$ cat src/rtl/fc_pkg.sv
// Shared types and helpers for the transmit-side flow-control scheduler.
//   tlp_type_e    : TLP class, also the index of the queue / credit pool
//   sched_state_e : scheduler FSM states
//   fc_credit_ok  : modular credit gate, true when consuming `need` keeps the
//                   consumed count within half the field range of the limit
//   fc_next_type  : round-robin successor (P -> NP -> CPL -> P)
package fc_pkg;

    localparam int NUM_TYPES = 3;

    typedef enum logic [1:0] {
        P   = 2'd0,
        NP  = 2'd1,
        CPL = 2'd2
    } tlp_type_e;

    typedef enum logic [1:0] {
        IDLE = 2'd0,
        ARB  = 2'd1,
        SEND = 2'd2
    } sched_state_e;

    // Arguments are zero-extended to 32 bits by the caller; width < 32.
    function automatic logic fc_credit_ok(input logic [31:0] limit,
                                          input logic [31:0] consumed,
                                          input logic [31:0] need,
                                          input int unsigned width);
        logic [31:0] mask;
        logic [31:0] diff;
        mask = (32'd1 << width) - 32'd1;
        diff = (limit - (consumed + need)) & mask;
        return diff <= (32'd1 << (width - 1));
    endfunction

    function automatic logic [1:0] fc_next_type(input logic [1:0] t);
        return (t == 2'd2) ? 2'd0 : t + 2'd1;
    endfunction

endpackage

$ cat src/rtl/fc_credit_check.sv
// Combinational credit gate for one TLP type.
//   hdr_limit/hdr_consumed   : advertised limit and consumed count (HDR_W)
//   data_limit/data_consumed : advertised limit and consumed count (DATA_W)
//   dcred                    : data credits needed by the head TLP (LEN_W)
//   hdr_inf/data_inf         : infinite-credit bypass
//   hdr_ok/data_ok           : head TLP fits in the header / data pool
module fc_credit_check #(
    parameter int HDR_W  = 8,
    parameter int DATA_W = 12,
    parameter int LEN_W  = 10
) (
    input  logic [HDR_W-1:0]  hdr_limit,
    input  logic [HDR_W-1:0]  hdr_consumed,
    input  logic [DATA_W-1:0] data_limit,
    input  logic [DATA_W-1:0] data_consumed,
    input  logic [LEN_W-1:0]  dcred,
    input  logic              hdr_inf,
    input  logic              data_inf,
    output logic              hdr_ok,
    output logic              data_ok
);
    import fc_pkg::*;

    // Every TLP needs exactly one header credit.
    assign hdr_ok = hdr_inf
                  | fc_credit_ok(32'(hdr_limit), 32'(hdr_consumed), 32'd1, HDR_W);

    // A TLP without payload never waits on data credits.
    assign data_ok = data_inf
                   | (dcred == '0)
                   | fc_credit_ok(32'(data_limit), 32'(data_consumed), 32'(dcred), DATA_W);

endmodule

$ cat src/rtl/fc_tlp_scheduler.sv
// Transmit flow-control scheduler for the P / NP / CPL TLP queues.
// Gates each head-of-queue TLP on its credit pool, round-robins among the
// eligible queues, hands one TLP at a time to the transmit datapath and
// tracks credits consumed per type.
//   req_valid/req_dcred/req_ready : queue heads (bit/slice i = type i), pop pulse
//   hdr_limit/data_limit/*_inf    : advertised credits per type
//   tx_start/tx_type/tx_done      : transmit datapath handshake
//   hdr_consumed/data_consumed    : credits consumed per type (wrapping)
//   blocked                       : queues pending but gated by credits
//
// state | meaning
// IDLE  | nothing pending, wait for any req_valid
// ARB   | check credits, grant one eligible queue or report blocked queues
// SEND  | granted TLP in flight, wait for tx_done
module fc_tlp_scheduler #(
    parameter int HDR_W  = 8,
    parameter int DATA_W = 12,
    parameter int LEN_W  = 10
) (
    input  logic                clk,
    input  logic                rst_n,
    input  logic [2:0]          req_valid,
    input  logic [3*LEN_W-1:0]  req_dcred,
    output logic [2:0]          req_ready,
    input  logic [3*HDR_W-1:0]  hdr_limit,
    input  logic [3*DATA_W-1:0] data_limit,
    input  logic [2:0]          hdr_inf,
    input  logic [2:0]          data_inf,
    output logic                tx_start,
    output logic [1:0]          tx_type,
    input  logic                tx_done,
    output logic [3*HDR_W-1:0]  hdr_consumed,
    output logic [3*DATA_W-1:0] data_consumed,
    output logic [2:0]          blocked
);
    import fc_pkg::*;

    sched_state_e      state_q, state_d;
    tlp_type_e         rr_last_q, rr_last_d;
    logic [2:0]        req_ready_q, req_ready_d;
    logic              tx_start_q, tx_start_d;
    logic [1:0]        tx_type_q, tx_type_d;
    logic [2:0]        blocked_q, blocked_d;
    logic [HDR_W-1:0]  hdr_cons_q [NUM_TYPES];
    logic [HDR_W-1:0]  hdr_cons_d [NUM_TYPES];
    logic [DATA_W-1:0] data_cons_q [NUM_TYPES];
    logic [DATA_W-1:0] data_cons_d [NUM_TYPES];

    logic [LEN_W-1:0]  dcred [NUM_TYPES];
    logic [2:0]        hdr_ok, data_ok, eligible;
    logic [1:0]        winner, cand;
    logic              found;

    for (genvar g = 0; g < NUM_TYPES; g++) begin : g_type
        assign dcred[g] = req_dcred[g*LEN_W +: LEN_W];

        fc_credit_check #(
            .HDR_W  (HDR_W),
            .DATA_W (DATA_W),
            .LEN_W  (LEN_W)
        ) u_credit_check (
            .hdr_limit     (hdr_limit[g*HDR_W +: HDR_W]),
            .hdr_consumed  (hdr_cons_q[g]),
            .data_limit    (data_limit[g*DATA_W +: DATA_W]),
            .data_consumed (data_cons_q[g]),
            .dcred         (dcred[g]),
            .hdr_inf       (hdr_inf[g]),
            .data_inf      (data_inf[g]),
            .hdr_ok        (hdr_ok[g]),
            .data_ok       (data_ok[g])
        );

        assign hdr_consumed[g*HDR_W +: HDR_W]    = hdr_cons_q[g];
        assign data_consumed[g*DATA_W +: DATA_W] = data_cons_q[g];
    end

    assign eligible = req_valid & hdr_ok & data_ok;

    always_comb begin
        state_d     = state_q;
        rr_last_d   = rr_last_q;
        req_ready_d = '0;
        tx_start_d  = 1'b0;
        tx_type_d   = tx_type_q;
        blocked_d   = blocked_q;
        hdr_cons_d  = hdr_cons_q;
        data_cons_d = data_cons_q;

        // Search starts just after the last winner so every type gets a turn.
        winner = rr_last_q;
        found  = 1'b0;
        cand   = fc_next_type(rr_last_q);
        for (int k = 0; k < NUM_TYPES; k++) begin
            if (!found && eligible[cand]) begin
                winner = cand;
                found  = 1'b1;
            end
            cand = fc_next_type(cand);
        end

        case (state_q)
            IDLE: begin
                if (|req_valid) state_d = ARB;
            end
            ARB: begin
                if (!(|req_valid)) begin
                    state_d   = IDLE;
                    blocked_d = '0;
                end else if (!found) begin
                    blocked_d = req_valid & ~eligible;
                end else begin
                    req_ready_d         = 3'b001 << winner;
                    tx_start_d          = 1'b1;
                    tx_type_d           = winner;
                    hdr_cons_d[winner]  = hdr_cons_q[winner] + HDR_W'(1);
                    data_cons_d[winner] = data_cons_q[winner] + DATA_W'(dcred[winner]);
                    rr_last_d           = tlp_type_e'(winner);
                    blocked_d           = '0;
                    state_d             = SEND;
                end
            end
            SEND: begin
                if (tx_done) state_d = IDLE;
            end
            default: state_d = IDLE;
        endcase
    end

    always_ff @(posedge clk) begin
        if (!rst_n) begin
            state_q     <= IDLE;
            rr_last_q   <= CPL;
            req_ready_q <= '0;
            tx_start_q  <= 1'b0;
            tx_type_q   <= '0;
            blocked_q   <= '0;
            hdr_cons_q  <= '{default: '0};
            data_cons_q <= '{default: '0};
        end else begin
            state_q     <= state_d;
            rr_last_q   <= rr_last_d;
            req_ready_q <= req_ready_d;
            tx_start_q  <= tx_start_d;
            tx_type_q   <= tx_type_d;
            blocked_q   <= blocked_d;
            hdr_cons_q  <= hdr_cons_d;
            data_cons_q <= data_cons_d;
        end
    end

    assign req_ready = req_ready_q;
    assign tx_start  = tx_start_q;
    assign tx_type   = tx_type_q;
    assign blocked   = blocked_q;

endmodule

$ cat config.mk
export PLATFORM = sky130hd
export DESIGN_NAME = fc_tlp_scheduler
export DESIGN_NICKNAME = d
export VERILOG_FILES = /design/src/rtl/fc_pkg.sv /design/src/rtl/fc_credit_check.sv /design/src/rtl/fc_tlp_scheduler.sv
export SDC_FILE = /design/constraint.sdc
export NUM_CORES = 1
export LEC_CHECK = 0
export CAP_MARGIN = 10
export CORE_ASPECT_RATIO = 1.75
export CORE_MARGIN = 3
export CORE_UTILIZATION = 49
export CTS_BUF_LIST = sky130_fd_sc_hd__clkbuf_8
export DETAILED_ROUTE_END_ITERATION = 7
export PLACE_DENSITY_LB_ADDON = 0.1
export SYNTH_ARGS = -nofsm -noshare
export SYNTH_HDL_FRONTEND = slang
export SYNTH_SLANG_ARGS = --single-unit
$ cat constraint.sdc
create_clock -name clk -period 6.99 [get_ports clk]
set_input_delay 0.699 -clock clk [delete_from_list [all_inputs] [get_ports clk]]
set_output_delay 0.699 -clock clk [all_outputs]
set_load 0.02 [all_outputs]
==> impl_metrics.ini <==
[worst_setup_path]
crit_slowest_cell = fa_1
path_class = in2reg
required_ns = 7.22
r2r_cells = 32
cp-start-kind = primary input
crit_arrival_ns = 6.95
crit_fanout = 11
cp-end-kind = register
crit_path_max_incr_delay_ns = 0.55

[timing]
max_freq_mhz = 149
timing.final.hold_violations = 0
worst_clock_skew_ns = 0.0149
final_max_slew_viol_count = 0
period_minus_slack_ns = 6.72
slew_headroom_pct = 38.3
finalCritPeriodShare_pct = 96.2
rsz0062_at_grt = true
setup_viol = 0
tightest_slew_ns = 0.925

[yosys]
synth_flop_cell = dfxtp_1
synth_nets = 1255
synth_edf_count = 0
synth_area_um2 = 8060
synth_cell_types = 95
avgSynthCellArea_um2 = 7.71
ys_seq_elements = 72
async_reset_ff_share_pct = 0
syn_inst = 1045
ys_seq_area_share_pct = 17.9
ys.warnings.count = 0

[layout]
ff_latch_area_um2 = 1440
final_nets = 1489
multiInputGateArea_um2 = 6000
syn2layout_area_growth_pct = 34.2
antenna_cells = 0
fin_area_um2 = 10800
fillers = 1440
final_cell_mix = clkdlybuf4s50_1, inv_1, nand2_1, a21oi_1, buf_4
drive_gt1_share_pct = 12.5
final_common_cell = clkdlybuf4s50_1

[power]
ir_worst_vdd_mv = 0.157
finalPower_uw = 1950
total_leakage_power_uw = 0.00441
p_per_area_nw_per_um2 = 180

[run]
max_cap_viol_count = 0

[global_route]
grt_first_pass_wirelength_um = 45500
grt_pass1_vias = 8949
grt_max_degree = 54
track_usage_pct = 32.6
antenna_found_initial = 0
grt-ovfl-total = 0

[placement]
io_buffer_count = 170
placed_area_um2 = 10500
globalplace.congestion = 1.03
hpwlAfterDp_um = 24000

[cts]
holdBufCountCts = 0
clk_latency_ns = 0.36
cts.clk_slew.worst_paths_ns = 0.08
root_buffer = clkbuf_8
cts.sink_count = 72
cts_tree = built
clockBufferDepth = 2
h-tree-depth = 3
numCtsBuffers = 9

[floorplanning]
start_util_pct = 50.3
num_io_pins = 171
die-area_um2 = 18100
die_w_um = 103
rows = 61
die_height_um = 176
coreArea_um2 = 16000

[drt]
drt-pass1-iter-count = 5
wl_per_cell_um = 19.9
via_count = 8803
ant_nets = 0
drc_errors = 0
vias_per_cell = 5.98
routed_wl_um = 29300
dr.first_iter.drc_count = 486

[status]
status = finished, final reports clean

[min_path]
hold_path_class = reg2reg
worstHoldPathCells = 1
## sequential cells by signal, summed over array words and instances, names as in the netlist
name	flops
rr_last_q	2
tx_type	1
state_q	2
data_consumed	36
hdr_consumed	24
tx_start	1
blocked	3
req_ready	3
## metal layers
layer  global-route usage [%]  wire [um]  up-vias
li1                         -          -     4139
met5                        0          0        -
met4                     22.6       2440        0
met2                     59.9      15400      389
met1                     32.6       9810     4145
met3                     4.17       1610      130
## timing repair
item,CTS,global route
resized for setup,6,22
gates cloned,0,0
pin swaps,0,14
setup buffers,0,4
endpoints found under the setup margin,6,12
## cells by family after synthesis
group / synth area share [%]
muxes: 3.99
and+or+nand+nor: 19.4
DFF: 17.9
adders and majority gates: 19.9
AOI/OAI and AO/OA: 24.9
xor gates and xnor gates: 4.67
buffers and inverters: 9.24
## power by group
group / internal (uW) / switching, uW
combinational: 506 / 638
clock: 165 / 176
sequential: 431 / 31.7
total: 1100 / 846
## cell usage after synthesis (5+ instances only)
cell type | number | area [um2]
nand2_1 | 126 | 473
nand3b_1 | 5 | 37.5
ha_1 | 74 | 926
o21ai_1 | 9 | 45.0
o21bai_1 | 10 | 75.1
a21o_1 | 12 | 90.1
o31ai_1 | 9 | 67.6
fa_1 | 34 | 681
mux2i_1 | 25 | 250
nor2b_1 | 7 | 43.8
o211ai_1 | 7 | 52.6
a21oi_1 | 91 | 455
nand4_1 | 11 | 68.8
nor4_1 | 14 | 87.6
xnor2_1 | 28 | 245
xor2_1 | 15 | 131
o221ai_1 | 5 | 43.8
and3_1 | 5 | 31.3
or3_1 | 6 | 37.5
o21a_1 | 10 | 75.1
nand3_1 | 26 | 130
o21ai_0 | 41 | 205
inv_1 | 147 | 552
nor2_1 | 59 | 221
buf_2 | 9 | 45.0
a211oi_1 | 15 | 113
mux2_1 | 5 | 56.3
nand2b_1 | 10 | 62.6
clkbuf_1 | 17 | 63.8
a31oi_1 | 5 | 31.3
o311ai_0 | 5 | 43.8
nor3_1 | 18 | 90.1
dfxtp_1 | 72 | 1440
## worst max-delay path, delay by kind of cell
kind                     cells  cell delay, ns
AO/OA/AOI/OAI               16            2.83
XOR/XNOR                     1            0.20
adder cells (fa/ha/maj)      4            1.22
buffers and inverters        4            0.85
AND/OR/NAND/NOR              7            1.14
## through the flow
step                cells  setup WS (ns)  setup TNS (ns)  hold WS, ns  utilization, %
detailed placement   1453         -0.700           -4.46        0.453            65.3
finish               1472          0.268               0        0.467            67.5
CTS                  1468        0.00547               0        0.464            66.6
global route         1472        -0.0585          -0.196        0.501            67.5
global placement     1453         -0.563           -3.59        0.450            65.3
floorplan            1045         0.0393               0        0.428               -
## final timing paths
path / start / endpoint / slack (ns)
worst max-delay path: data_limit[12] / data_consumed[23] / 0.27
worst min-delay path: state_q[0] / state_q[0] / 0.47
worst max register to register: data_consumed[12] / data_consumed[23] / 0.58
worst min register to register: state_q[0] / state_q[0] / 0.47
## area by class of cell
cell class                 instances  area share, %
timing repair buffer             257           22.0
inverter                         150           5.21
sequential                        72           13.3
clock buffer                       9           1.15
multi-input combinational        789           55.5
tap                              189           2.19
clock inverter                     6          0.625
Note: power is estimated with default switching activity, not from simulation.
